File: src/rtl/dircc_mem_arb_pkg.sv
// Shared constants for the node memory s2-port arbiter: populated range,
// out-of-range read data and sticky error bit positions.
package dircc_mem_arb_pkg;

    localparam int          MEM_WORDS_DEFAULT = 20480;
    localparam logic [15:0] OOR_READ_DATA     = 16'h0000;

    localparam int ERR_OOR = 0;
    localparam int ERR_RW  = 1;

endpackage

File: src/rtl/dircc_rr_arbiter.sv
// Combinational round-robin grant: first active requester at or above ptr,
// wrapping modulo NUM_REQ. The pointer register lives in the parent.
module dircc_rr_arbiter #(
    parameter int NUM_REQ = 2,
    parameter int IDX_W   = (NUM_REQ > 1) ? $clog2(NUM_REQ) : 1
) (
    input  logic [NUM_REQ-1:0] active_i,
    input  logic [IDX_W-1:0]   ptr_i,
    output logic [NUM_REQ-1:0] grant_o,
    output logic [IDX_W-1:0]   grant_idx_o,
    output logic               grant_any_o
);

    logic [NUM_REQ-1:0] rot;
    logic [IDX_W:0]     sum;

    always_comb begin
        grant_o     = '0;
        grant_idx_o = '0;
        grant_any_o = 1'b0;
        sum         = '0;
        // Rotate so bit 0 of rot is the requester the pointer names.
        rot = NUM_REQ'({active_i, active_i} >> ptr_i);
        for (int k = 0; k < NUM_REQ; k++) begin
            if (!grant_any_o && rot[k]) begin
                grant_any_o = 1'b1;
                sum = {1'b0, ptr_i} + (IDX_W+1)'(k);
                if (sum >= (IDX_W+1)'(NUM_REQ)) begin
                    sum = sum - (IDX_W+1)'(NUM_REQ);
                end
                grant_idx_o = sum[IDX_W-1:0];
                grant_o     = NUM_REQ'(1) << sum[IDX_W-1:0];
            end
        end
    end

endmodule

File: src/rtl/dircc_node_mem_port2_arbiter.sv
// Shares the node RAM s2 port between NUM_REQ Avalon-MM requesters with a
// same-cycle round-robin grant, range guard and fixed 1-cycle read return.
module dircc_node_mem_port2_arbiter
    import dircc_mem_arb_pkg::*;
#(
    parameter int NUM_REQ   = 2,
    parameter int ADDR_W    = 15,
    parameter int DATA_W    = 16,
    parameter int BE_W      = 2,
    parameter int MEM_WORDS = MEM_WORDS_DEFAULT
) (
    input  logic                      clk,
    input  logic                      reset,
    input  logic                      freeze,
    input  logic [NUM_REQ-1:0]        req_read,
    input  logic [NUM_REQ-1:0]        req_write,
    input  logic [NUM_REQ*ADDR_W-1:0] req_address,
    input  logic [NUM_REQ*DATA_W-1:0] req_writedata,
    input  logic [NUM_REQ*BE_W-1:0]   req_byteenable,
    output logic [NUM_REQ-1:0]        req_waitrequest,
    output logic [NUM_REQ-1:0]        req_readdatavalid,
    output logic [DATA_W-1:0]         req_readdata,
    output logic                      req_rsp_err,
    output logic [ADDR_W-1:0]         mem_address2,
    output logic [BE_W-1:0]           mem_byteenable2,
    output logic [DATA_W-1:0]         mem_writedata2,
    output logic                      mem_chipselect2,
    output logic                      mem_write2,
    output logic                      mem_clken2,
    input  logic [DATA_W-1:0]         mem_readdata2,
    output logic [1:0]                err_sticky,
    input  logic                      err_clear
);

    localparam int IDX_W = (NUM_REQ > 1) ? $clog2(NUM_REQ) : 1;

    logic [NUM_REQ-1:0] active;
    logic [NUM_REQ-1:0] grant;
    logic [IDX_W-1:0]   gnt_idx;
    logic               gnt_any;

    logic               g_rd;
    logic               g_wr;
    logic [ADDR_W-1:0]  g_addr;
    logic [DATA_W-1:0]  g_wd;
    logic [BE_W-1:0]    g_be;
    logic               g_oor;

    logic [IDX_W-1:0]   ptr_q, ptr_d;
    logic [ADDR_W-1:0]  addr_q, addr_d;
    logic [BE_W-1:0]    be_q, be_d;
    logic [DATA_W-1:0]  wd_q, wd_d;
    logic               rsp_valid_q, rsp_valid_d;
    logic [IDX_W-1:0]   rsp_idx_q, rsp_idx_d;
    logic               rsp_oor_q, rsp_oor_d;
    logic [1:0]         err_q, err_d;
    logic [1:0]         err_set;

    assign active = (reset || freeze) ? '0 : (req_read | req_write);

    dircc_rr_arbiter #(
        .NUM_REQ (NUM_REQ),
        .IDX_W   (IDX_W)
    ) u_rr (
        .active_i    (active),
        .ptr_i       (ptr_q),
        .grant_o     (grant),
        .grant_idx_o (gnt_idx),
        .grant_any_o (gnt_any)
    );

    assign req_waitrequest = ~grant;

    always_comb begin
        g_rd   = 1'b0;
        g_wr   = 1'b0;
        g_addr = '0;
        g_wd   = '0;
        g_be   = '0;
        for (int i = 0; i < NUM_REQ; i++) begin
            if (grant[i]) begin
                g_rd   = g_rd   | req_read[i];
                g_wr   = g_wr   | req_write[i];
                g_addr = g_addr | req_address[i*ADDR_W +: ADDR_W];
                g_wd   = g_wd   | req_writedata[i*DATA_W +: DATA_W];
                g_be   = g_be   | req_byteenable[i*BE_W +: BE_W];
            end
        end
    end

    assign g_oor = (32'(g_addr) >= 32'(MEM_WORDS));

    // RAM sees the grant in the same cycle so its registered read data lines
    // up with the response stage one cycle later.
    assign mem_chipselect2 = gnt_any & ~g_oor;
    assign mem_write2      = gnt_any & g_wr & ~g_oor;
    assign mem_address2    = gnt_any ? g_addr : addr_q;
    assign mem_byteenable2 = gnt_any ? g_be   : be_q;
    assign mem_writedata2  = gnt_any ? g_wd   : wd_q;
    assign mem_clken2      = 1'b1;

    always_comb begin
        ptr_d  = ptr_q;
        addr_d = addr_q;
        be_d   = be_q;
        wd_d   = wd_q;
        if (gnt_any) begin
            ptr_d  = (gnt_idx == IDX_W'(NUM_REQ - 1)) ? '0 : gnt_idx + IDX_W'(1);
            addr_d = g_addr;
            be_d   = g_be;
            wd_d   = g_wd;
        end
        // A read that also carries a write is dropped; the write wins.
        rsp_valid_d = gnt_any & g_rd & ~g_wr;
        rsp_idx_d   = gnt_idx;
        rsp_oor_d   = g_oor;

        err_set          = '0;
        err_set[ERR_OOR] = gnt_any & g_oor;
        err_set[ERR_RW]  = gnt_any & g_rd & g_wr;
        err_d            = (err_clear ? 2'b00 : err_q) | err_set;
    end

    always_ff @(posedge clk) begin
        if (reset) begin
            ptr_q       <= '0;
            addr_q      <= '0;
            be_q        <= '0;
            wd_q        <= '0;
            rsp_valid_q <= 1'b0;
            rsp_idx_q   <= '0;
            rsp_oor_q   <= 1'b0;
            err_q       <= '0;
        end else begin
            ptr_q       <= ptr_d;
            addr_q      <= addr_d;
            be_q        <= be_d;
            wd_q        <= wd_d;
            rsp_valid_q <= rsp_valid_d;
            rsp_idx_q   <= rsp_idx_d;
            rsp_oor_q   <= rsp_oor_d;
            err_q       <= err_d;
        end
    end

    // Gating with reset discards a response still in flight when reset arrives.
    assign req_readdatavalid = (rsp_valid_q && !reset) ? (NUM_REQ'(1) << rsp_idx_q) : '0;
    assign req_readdata      = rsp_oor_q ? DATA_W'(OOR_READ_DATA) : mem_readdata2;
    assign req_rsp_err       = rsp_valid_q & rsp_oor_q & ~reset;
    assign err_sticky        = err_q;

endmodule

File: config.mk
export PLATFORM = sky130hd
export DESIGN_NAME = dircc_node_mem_port2_arbiter
export DESIGN_NICKNAME = d
export VERILOG_FILES = /design/src/rtl/dircc_mem_arb_pkg.sv /design/src/rtl/dircc_rr_arbiter.sv /design/src/rtl/dircc_node_mem_port2_arbiter.sv
export SDC_FILE = /design/constraint.sdc
export NUM_CORES = 1
export LEC_CHECK = 0
export ABC_CLOCK_PERIOD_IN_PS = 4400
export CAP_MARGIN = 10
export CORE_AREA = 10 10 90 92
export DETAILED_ROUTE_END_ITERATION = 8
export DIE_AREA = 0 0 100 102
export PLACE_DENSITY = 0.93
export SLEW_MARGIN = 20
export SYNTH_ARGS = -nofsm -noshare
export SYNTH_HDL_FRONTEND = slang
export SYNTH_SLANG_ARGS = --single-unit
File: constraint.sdc
create_clock -name clk -period 4.4 [get_ports clk]
set_clock_uncertainty 0.15 [all_clocks]
set_input_delay 0.88 -clock clk [delete_from_list [all_inputs] [get_ports clk]]
set_output_delay 0.88 -clock clk [all_outputs]
set_load 0.01 [all_outputs]
Word level (Yosys, flattened, before mapping)
Index checks and enable logic that the tools add are counted.
- reduce and logical (&&, ||, !) cells: 5
- shift operators: 4
- $add $sub $neg: 4
- magnitude comparators: 3
- muxes and demuxes: 28
- bitwise operators: 20
- operators by type and width (operator ; number):
    $mux 16 ; 4
    $mux 15 ; 3
    $mux 2 ; 8
    $or 16x16->16 ; 1
    $ge 15x15->1 const B ; 1
    $or 15x15->15 ; 1
    $mux 1 ; 13
    $and 1x1->1 ; 9
    $or 2x2->2 ; 3
    $shl 1x1->2 const A ; 3
    $shr 4x1->2 ; 1
    $not 1->1 ; 3
    $add 1x1->2 const B ; 1
    $ge 1x2->1 const B ; 1
    $ge 2x2->1 const B ; 1
    $logic_and 1x1->1 ; 2
    $logic_not 1->1 ; 2
    $not 2->2 ; 1
    $or 1x1->1 ; 2
    $sub 1x1->1 const B ; 2
    $add 1x1->1 const B ; 1
    $logic_or 1x1->1 ; 1
- bits in registers: 39
- output and inout bits: 59

Longest topological paths before layout
Gate-level depths: netlist (run 1).
- depth in word-level cells: 15
- mapped depth: 6

By module
Synthesis (run 1) repeated with hierarchy kept, for this count alone.
- cell total of the unflattened synthesis: 244
- area, all modules: 2059.5 um2
- modules (own cells, without submodules) (module ; instances ; cells an instance ; sequential area each (um2) ; area an instance (um2)):
    dircc_node_mem_port2_arbiter ; 1 ; 239 ; 780.7 ; 2026.9
    dircc_rr_arbiter ; 1 ; 5 ; 0.0 ; 32.5

Worst setup path after synthesis (run 1)
OpenSTA, ideal clock, no wires.
- path kind: input -> output
- from: input port req_write[0]
- to: output port mem_address2[10]
- required time: 3370 ps
- buffers on the path: 2
- stages: 6
- path slack: 1435 ps
- arrival: 1935 ps
- cells stage by stage: or2_1 -> buf_6 -> o21ai_4 -> buf_8 -> a211oi_2 -> nor2_1
- longest elaborated chain between the ends: 11
- elaborated cells between the ends (all ways): 13
- classes of those cells: shift: 1; mux: 8; bitwise: 2; reduce/logical: 2
- ends and longest elaborated chain (element ; RTL line ; text):
    start, declared ; dircc_node_mem_port2_arbiter.sv:16 ; input logic [NUM_REQ-1:0] req_write,
    $or 2x2->2 (*) ; dircc_node_mem_port2_arbiter.sv:59 ; assign active = (reset || freeze) ? '0 : (req_read | req_write);
    $mux 2 (*) ; dircc_node_mem_port2_arbiter.sv:59 ;
    $shr 4x1->2 (*) ; dircc_rr_arbiter.sv:23 ; rot = NUM_REQ'({active_i, active_i} >> ptr_i);
    $mux 1 ; dircc_rr_arbiter.sv:25 ; if (!grant_any_o && rot[k]) begin
    $logic_not 1->1 ; dircc_rr_arbiter.sv:25 ;
    $logic_and 1x1->1 ; dircc_rr_arbiter.sv:25 ;
    $mux 2 ; dircc_rr_arbiter.sv:25 ;
    $mux 15 ; dircc_node_mem_port2_arbiter.sv:81 ; if (grant[i]) begin
    $or 15x15->15 ; dircc_node_mem_port2_arbiter.sv:84 ; g_addr = g_addr | req_address[i*ADDR_W +: ADDR_W];
    $mux 15 ; dircc_node_mem_port2_arbiter.sv:81 ;
    $mux 15 (*) ; -- ;
    end, declared ; dircc_node_mem_port2_arbiter.sv:24 ; output logic [ADDR_W-1:0] mem_address2,
Mark *: on every way between the ends. The rest lies on a longest branch, timed or not.

Final worst setup path (run 1)
- from: input port req_write[0]
- to: output port mem_chipselect2
- longest elaborated chain between the ends: 13
- elaborated cells between the ends (all ways): 15
- classes of those cells: order compare: 1; shift: 1; mux: 7; bitwise: 4; reduce/logical: 2
- ends and longest elaborated chain (element ; RTL line ; text):
    $or 2x2->2 (*) ; dircc_node_mem_port2_arbiter.sv:59 ;
    $mux 2 (*) ; dircc_node_mem_port2_arbiter.sv:59 ;
    $shr 4x1->2 (*) ; dircc_rr_arbiter.sv:23 ;
    $mux 1 ; dircc_rr_arbiter.sv:25 ;
    $logic_not 1->1 ; dircc_rr_arbiter.sv:25 ;
    $logic_and 1x1->1 ; dircc_rr_arbiter.sv:25 ;
    $mux 2 ; dircc_rr_arbiter.sv:25 ;
    $mux 15 ; dircc_node_mem_port2_arbiter.sv:81 ;
    $or 15x15->15 ; dircc_node_mem_port2_arbiter.sv:84 ;
    $mux 15 ; dircc_node_mem_port2_arbiter.sv:81 ;
    $ge 15x15->1 ; dircc_node_mem_port2_arbiter.sv:91 ; assign g_oor = (32'(g_addr) >= 32'(MEM_WORDS));
    $not 1->1 ; dircc_node_mem_port2_arbiter.sv:95 ; assign mem_chipselect2 = gnt_any & ~g_oor;
    $and 1x1->1 (*) ; dircc_node_mem_port2_arbiter.sv:95 ;
    end, declared ; dircc_node_mem_port2_arbiter.sv:27 ; output logic mem_chipselect2,
Marked as above.

==> metrics.md, run 1 <==
| Metric | Value |
|---|---|
| Core Area | about 6300 µm² |
| Starting Density | about two fifths |
| Leak | ~1.5 nW |
| CTS Buf Count | 5 |
| Clock latency on the worst-skew pair | approximately 280 ps |
| Initial antenna violation count | 0 |
| Routability cong. | about 0.87 |
| Hold Violations, Final | 0 |
| Synth unique cells | 41 |
| Startpoint class of the critical path | input pin |
| CP max FO | 16 |
| Placed inst area | 4050 µm² |
| Vias after detailed routing | around 2.6k |
| Share of cells above drive strength 1 | 20.8% |
| Post-CTS Repair Setup Buffers | 0 |
| Crit path largest cell delay | around 550 ps |
| Max clock buf depth | 2 |
| # DRC | 0 |
| Worst reg-to-reg setup slack | 2750 ps |
| Syn avg cell area | around 9.0 µm² |
| WL/cell | ~19 µm |
| Peak VDD IR | ~0.00017 V |
| Synth Flop Type | dfxtp_1 |
| Ports | ~150 |
| CP Data Required Time | between 3000 and 4000 ps |
| Gr usage total | 17.7% |
| Cell area after synthesis | 2540 µm² |
| Syn-to-layout area delta | 63.9% |
| Cell area after layout | between 4000 and 5000 µm² |
| Worst hold path type | reg2reg |
| Most used cell, CP | clkdlybuf4s50_1 |
| Row count | 29 |
| Post-CTS Resized | 0 |
| Global-route wire length before repair | approximately 15 mm |
| Root Buffer | clkbuf_8 |
| RSZ-0062 raised after global routing | no |
| Max cap viols | 0 |
| Cells along the critical path | clkdlybuf4s50_1, or2_1, buf_4, o211ai_1, a211oi_2, nor2_1, clkdlybuf4s50_1 |
| Non-Filler Instances | approximately 500 |
| Kind of critical path | in2out |
| Status | complete, no violations |
| Hpwl dp | roughly 7.5 mm |
| Starting DRT DRC Count | between 60 and 70 |
| EDFF count, synth | 0 |
| CTS Hold Bufs | 0 |
| WP data arrival | between 3000 and 4000 ps |
| PwrDens | approximately 260 nW/µm² |
| Async set-reset flop share out of synthesis | 0% |
| Slew HR | around three fifths |
| Die ar. | 10200 µm² |
| CTS tree | done |
| Sequential share of the synthesized area | 30.7% |
| Mapped Cells | roughly 280 |
| Number of global-route vias before repair | 2764 |
| Post-DRT Antenna Nets | 0 |
| Minimum clock period after layout | a little over 4000 ps |
| # setup viols final | 0 |
| Synth top area cells | dfxtp_1 (31%), a211oi_2 (15%), nor3_2 (11%), nor2_1 (9.8%), and4_1 (9.7%) |
| Total congestion overflow | 0 |
| Clk sink count | 39 |
| Worst-Margin Slew | 586 ps |
| H-tree levels | 2 |
| Pin count of the biggest net entering global routing | 22 |
| Pins Over Slew Limit | 0 |
| Ant diodes | 0 |
| Placed cell count | about 490 |
| Vias per std cell | around 5.3 |
| FMAX | approximately 0.24 GHz |
| Ys Warns | 0 |
| Post-Syn Nets | between 300 and 400 |
| CP max-delay cell | clkdlybuf4s50_1 |
| Final worst path period share | between 90% and 100% |
| Number of port buffers | 147 |
| Yosys top cell area share | between 30% and 40% |
| Crit. End Element | output port |
| Total Wirelength | between 9 and 10 mm |
| Area leader, netlist | dfxtp_1 |
| DRT Pass-1 Iters | 4 |
| Die Span Y | 102 µm |
| Yosys reg bits | 39 |
| Setup TNS | 0 ps |
| Clk slew on worst S/H paths | around 80 ps |
| Fin nets | between 500 and 600 |
| Die W | 100 µm |
[sequential cells by signal, indices dropped and copies added (netlist names)]
name	flops
rsp_oor_q	1
be_q	2
addr_q	15
err_sticky	2
rsp_idx_q	1
wd_q	16
ptr_q	1
rsp_valid_q	1
[worst max-delay path, delay by kind of cell]
family	cells	cell delay (ps)
AO/OA/AOI/OAI	2	490
buffers and inverters	3	1310
AND/OR/NAND/NOR	2	370
[cells in the final DEF (no fill, tap or decap), types with 2 or more instances in the layout]
master,count
and4_1,28
o21ai_4,2
o211ai_1,2
nor3_2,27
nor2_1,66
dfxtp_1,39
buf_4,13
and4_2,2
a32oi_1,3
o21a_1,2
a211oi_2,30
o22ai_1,2
nor2b_1,17
and3_1,2
clkbuf_8,6
o21ai_0,5
and3b_1,2
nand2_1,3
clkdlybuf4s50_1,146
a21oi_1,3
nor3_1,4
[synth_stat cells, types with 2 or more instances]
cell type and count:
clkbuf_1 14, o21ai_0 5, a21oi_1 3, dfxtp_1 39, nor2b_1 17, and3b_1 2, buf_12 2, nand2_1 3
and4_2 2, and4_1 28, buf_2 4, buf_4 2, o211ai_1 2, o22ai_1 2, a211oi_2 30, o21ai_4 2
a32oi_1 3, nor2_1 66, and3_1 2, nor3_1 4, nor3_2 27, buf_6 2, o21a_1 2
[through the flow]
step	hold slack (ps)	util [%]	setup WS, ps	power (mW)
after floorplan	301	-	1440	0.558
after global placement	286	64.5	401	0.752
after detailed placement	298	64.5	328	0.762
after CTS	316	66.3	321	1.08
after global routing	358	66.3	184	1.12
final	315	66.3	308	1.07
[worst paths after layout]
path	from	to	depth (start not counted)
max	req_write[0]	mem_chipselect2	7
max reg2reg	ptr_q	addr_q[14]	5
min reg2reg	err_sticky[0]	err_sticky[0]	1
min	err_sticky[0]	err_sticky[0]	1
[cells by family after synthesis]
kind of cell / synth area share [%]
other cells: 0.148
buf+inv: 7.19
flops: 30.7
compound gates: 22.2
simple gates: 39.7
[metal layers]
| layer | wire length (µm) | track usage (%) | vias to the layer above |
|---|---|---|---|
| met5 | 0 | 0 | - |
| met4 | 223 | 6.30 | 0 |
| met3 | 491 | 4.18 | 15 |
| met2 | 5090 | 33.8 | 81 |
| met1 | 3590 | 18.3 | 1251 |
| li1 | - | - | 1301 |
[area by class of cell]
cell class,count,area [µm²]
Clock buffer,6,82.6
Clock inverter,2,35.0
Fill cell,541,2110
Inverter,1,3.75
Multi-Input combinational cell,215,1580
Sequential cell,39,781
Tap cell,77,96.3
Timing Repair Buffer,161,1580
[where the power goes]
| group | total [mW] | leakage, nW | internal (mW) | switching [mW] |
|---|---|---|---|---|
| Combinational | 0.367 | 1.17 | 0.202 | 0.165 |
| Sequential | 0.386 | 0.321 | 0.376 | 0.00944 |
| Clock | 0.317 | 0.0612 | 0.184 | 0.133 |
| Total | 1.07 | 1.55 | 0.762 | 0.307 |
Power figures use the tool's default switching activity.
==> inputs of run 2 (changes only) <==
- CAP_MARGIN: 10 -> 20
==> results of run 2 <==
Same layout as run 1: the final DEF is identical, and so are final timing and power.
==> RTL edit 1 (config.mk and constraints of run 2) <==
Set the parameter `ADDR_W` to 16 (it was 15).
--- a/src/rtl/dircc_node_mem_port2_arbiter.sv
+++ b/src/rtl/dircc_node_mem_port2_arbiter.sv
@@ -4,7 +4,7 @@
     import dircc_mem_arb_pkg::*;
 #(
     parameter int NUM_REQ   = 2,
-    parameter int ADDR_W    = 15,
+    parameter int ADDR_W    = 16,
     parameter int DATA_W    = 16,
     parameter int BE_W      = 2,
     parameter int MEM_WORDS = MEM_WORDS_DEFAULT
Interface: changed (resized mem_address2 and req_address); port bits go from 149 to 152. The function was not compared with the original's and may differ.
==> RTL edit 1 against run 2 <==
- sequential cell count increased by 1
- core utilization decreased by 0.12 points
- total power increased by 1.1%
- die area unchanged
- synthesized area decreased by 2.1%
- routed wire length decreased by 14%
- setup slack got worse by 0.19 ns
- cell area decreased by 0.18%
- worst hold slack got worse by 0.00076 ns
- critical path type unchanged
- highest routed layer unchanged
==> RTL edit 1: results <==
[detailed_routing]
vias = 2356
ant_nets = 0
routedWlPerCell_um = 17.1
drt_iter0_markers = 48

[grt]
met3_usage = 0.0520
grt_pass1_wl_mm = 12.4
track_usage = 0.149
grt_max_degree = 40
grt_pass1_vias = 2450
gr-usage-met1 = 0.156
met2_usage = 0.280

[setup_path]
cpPeakStageDelay_ns = 0.61
slowest_stage = "or4_4"
rrSetupSlack_ns = 2.53
critPathMaxFanout = 23
arrival_ns = 3.25

[synthesis]
synth_nets = 338
postSynthCellCount = 246
synth_cell_types = 33
synthTopCellsByArea = "dfxtp_1 32%, a211oi_2 15%, mux2i_1 12%, nor2_4 9.1%, a21oi_1 6.6%"
synth-seq-area-share = 0.322
synthTopCellsByCount = "40 x dfxtp_1, 33 x a21oi_1, 31 x mux2i_1, 30 x a211oi_2"

[placed_design]
dp_hpwl_mm = 6.69
postPlaceCellArea_um2 = 4050
port_buffers = 150
post-place-cells = 462
pre_cts_ws_ns = 0.122
routabilityCongestion = 0.807

[pwr]
total_leakage_power_nw = 1.66
irDropWorstVdd_v = 0.000200

[run_status]
status = "complete, no violations"

[timing]
maxSlewHeadroom = 0.614
worst_hold_slack_ns = 0.314
fmax_mhz = 234

[layout]
layout-drive-gt1-share = 0.209
reg_top3 = "addr_q: 16 flops, wd_q: 16 flops"
nets = 484
fin_cells = 470

[cts]
clk_pin_slew_ns = 0.07
RTL edit 1: changes by cell type after synthesis, sizes merged, moves of 4 or more:
cell / before / now
nor3: 31 / 0
and4: 30 / 0
a221o: 0 / 4
nor2: 67 / 38
clkbuf: 15 / 7
o21ai: 7 / 3
a21oi: 4 / 33
mux2i: 0 / 31
RTL edit 1: layout make-up:
class | count | area [µm²]
sequential | 40 | 801
inverter | 3 | 12.5
clock inverter | 2 | 35.0
tap | 77 | 96.3
timing repair buffer | 160 | 1620
multi-input combinational | 182 | 1520
clock buffer | 6 | 72.6
fill | 509 | 2120
RTL edit 1: power breakdown:
group / internal, W / leakage, nW / total [W] / switching, W
logic: 0.000226 / 1.27 / 0.000388 / 0.000162
registers: 0.000387 / 0.330 / 0.000405 / 0.0000183
clock network: 0.000168 / 0.0552 / 0.000288 / 0.000119
RTL edit 1: critical path: cells and delay by family:
family / cells / cell delay (ns)
AO/OA/AOI/OAI: 1 / 0.17
buffers and inverters: 3 / 1.29
AND/OR/NAND/NOR: 2 / 0.91
RTL edit 1: cells by family after synthesis:
family          synth area share
simple gates               0.205
mux                        0.125
other cells              0.00151
buf+inv                   0.0689
compound gates             0.278
flops                      0.322
RTL edit 1: final timing paths:
check,startpoint,depth (start not counted),to
min,err_sticky[0],1,err_sticky[0]
max,req_read[1],6,mem_writedata2[9]
min reg2reg,err_sticky[0],1,err_sticky[0]
max reg2reg,ptr_q,6,wd_q[9]
RTL edit 1: metal layers:
| layer | vias up | part of all wire |
|---|---|---|
| li1 | 1178 | - |
| met3 | 6 | 0.069 |
| met1 | 1092 | 0.38 |
| met2 | 80 | 0.54 |
| met5 | - | 0 |
| met4 | 0 | 0.0077 |
==> RTL edit 2 (flow settings as in run 2) <==
Without the edit above. `addr_q` and `wd_q` no longer have a reset.
--- a/src/rtl/dircc_node_mem_port2_arbiter.sv
+++ b/src/rtl/dircc_node_mem_port2_arbiter.sv
@@ -124,23 +124,24 @@
     always_ff @(posedge clk) begin
         if (reset) begin
             ptr_q       <= '0;
-            addr_q      <= '0;
             be_q        <= '0;
-            wd_q        <= '0;
             rsp_valid_q <= 1'b0;
             rsp_idx_q   <= '0;
             rsp_oor_q   <= 1'b0;
             err_q       <= '0;
         end else begin
             ptr_q       <= ptr_d;
-            addr_q      <= addr_d;
             be_q        <= be_d;
-            wd_q        <= wd_d;
             rsp_valid_q <= rsp_valid_d;
             rsp_idx_q   <= rsp_idx_d;
             rsp_oor_q   <= rsp_oor_d;
             err_q       <= err_d;
         end
+    end
+
+    always_ff @(posedge clk) begin
+        addr_q <= addr_d;
+        wd_q   <= wd_d;
     end
 
     // Gating with reset discards a response still in flight when reset arrives.
Formal check against the unedited RTL: differs if reset is asserted again (counterexample within 4 cycles, from zero or initial values and one cycle with reset high); with reset held inactive, the same outputs for 10 cycles.
==> RTL edit 2 against run 2 <==
- sequential power rose by 11%
- cell area decreased by 19%
- first-iteration DRC count up 78%
- synthesized area fell by 31%
- setup slack lost 0.013 ns
- sequential cell count is the same
- total power fell by 2.1%
- combinational power grew 3%
- routed wire length is 23% lower
==> RTL edit 2: results <==
[layout]
nets = 445
layout-drive-gt1-share = 0.0563

[synthesis]
synthTopCellsByCount = "59 x nand2_1, 39 x dfxtp_1, 32 x a22oi_1, 18 x nor2b_1, 8 x nor2_1"
synth_cell_types = 35
postSynthCellCount = 211
synth_nets = 301
synthTopCellsByArea = "dfxtp_1 44%, a22oi_1 14%, nand2_1 13%, nor2b_1 6.4%, buf_4 2.1%"
synth-seq-area-share = 0.443

[placed_design]
routabilityCongestion = 0.857
dp_hpwl_mm = 6.01
post-place-cells = 425

[setup_path]
arrival_ns = 3.07
rrSetupSlack_ns = 2.65
critPathMaxFanout = 27
cpPeakStageDelay_ns = 0.55
reg2reg_to = "addr_q[14]"
r2r-start = "ptr_q"

[timing]
maxSlewHeadroom = 0.662
worst_hold_slack_ns = 0.306

[grt]
met2_usage = 0.250
track_usage = 0.135
grt_pass1_wl_mm = 11.2
met3_usage = 0.0715
gr-usage-met1 = 0.126
grt_pass1_vias = 2193
grt_max_degree = 28

[detailed_routing]
vias = 2075
avgViaCountPerCell = 4.80
wirelength_mm = 7.22
drt_iter0_markers = 123

[hold_path]
whs_path_depth = 2
holdPathEnd = "err_sticky[1]"
hp-start = "err_sticky[1]"

[pwr]
total_leakage_power_nw = 1.39
irDropWorstVdd_v = 0.000196

[run_status]
status = "complete, no violations"
[RTL edit 2: layout make-up]
| cell class | instances | area, µm² |
|---|---|---|
| Timing Repair Buffer | 152 | 1550 |
| Multi-Input combinational cell | 154 | 871 |
| Inverter | 3 | 11.3 |
| Fill cell | 561 | 2880 |
| Clock buffer | 6 | 82.6 |
| Clock inverter | 1 | 5.00 |
| Sequential cell | 39 | 781 |
| Tap cell | 77 | 96.3 |
[RTL edit 2: layer usage]
layer  routed length, µm  vias up
li1                    -     1016
met1                2440      953
met2                3920       99
met3                 799        7
met4                  50        0
met5                   0        -
[RTL edit 2: worst max path at each step]
stage	startpoint	to	slack, ns
after detailed placement	req_write[1]	mem_writedata2[2]	0.31
after CTS	req_write[1]	mem_writedata2[2]	0.30
after global placement	req_write[1]	mem_writedata2[1]	0.35
after floorplan	req_write[0]	mem_byteenable2[0]	1.51
final	req_read[1]	mem_writedata2[2]	0.30
after global routing	req_write[1]	mem_address2[0]	0.16
[RTL edit 2: power breakdown]
part	switching (W)	internal, W
sequential	0.0000186	0.000408
combinational	0.000149	0.000229
clock	0.000119	0.000123
[RTL edit 2: cell families (layout without fill, tap and decap cells)]
family | count (synthesis) | after routing | synth area share
AND/OR/NAND/NOR | 102 | 102 | 0.278
AO/OA/AOI/OAI | 51 | 51 | 0.214
flip-flops | 39 | 39 | 0.443
buffers and inverters | 18 | 162 | 0.0625
other | 1 | 1 | 0.00213
[RTL edit 2: per-stage QoR]
stage          cell area (µm²)  utilization  setup slack, ns
3_5_place_dp              3310        0.527            0.309
4_1_cts                   3390        0.541            0.298
2_1_floorplan             1760            -             1.51
5_1_grt                   3390        0.541            0.162
3_3_place_gp              3310        0.527            0.347
6_report                  3390        0.541            0.295
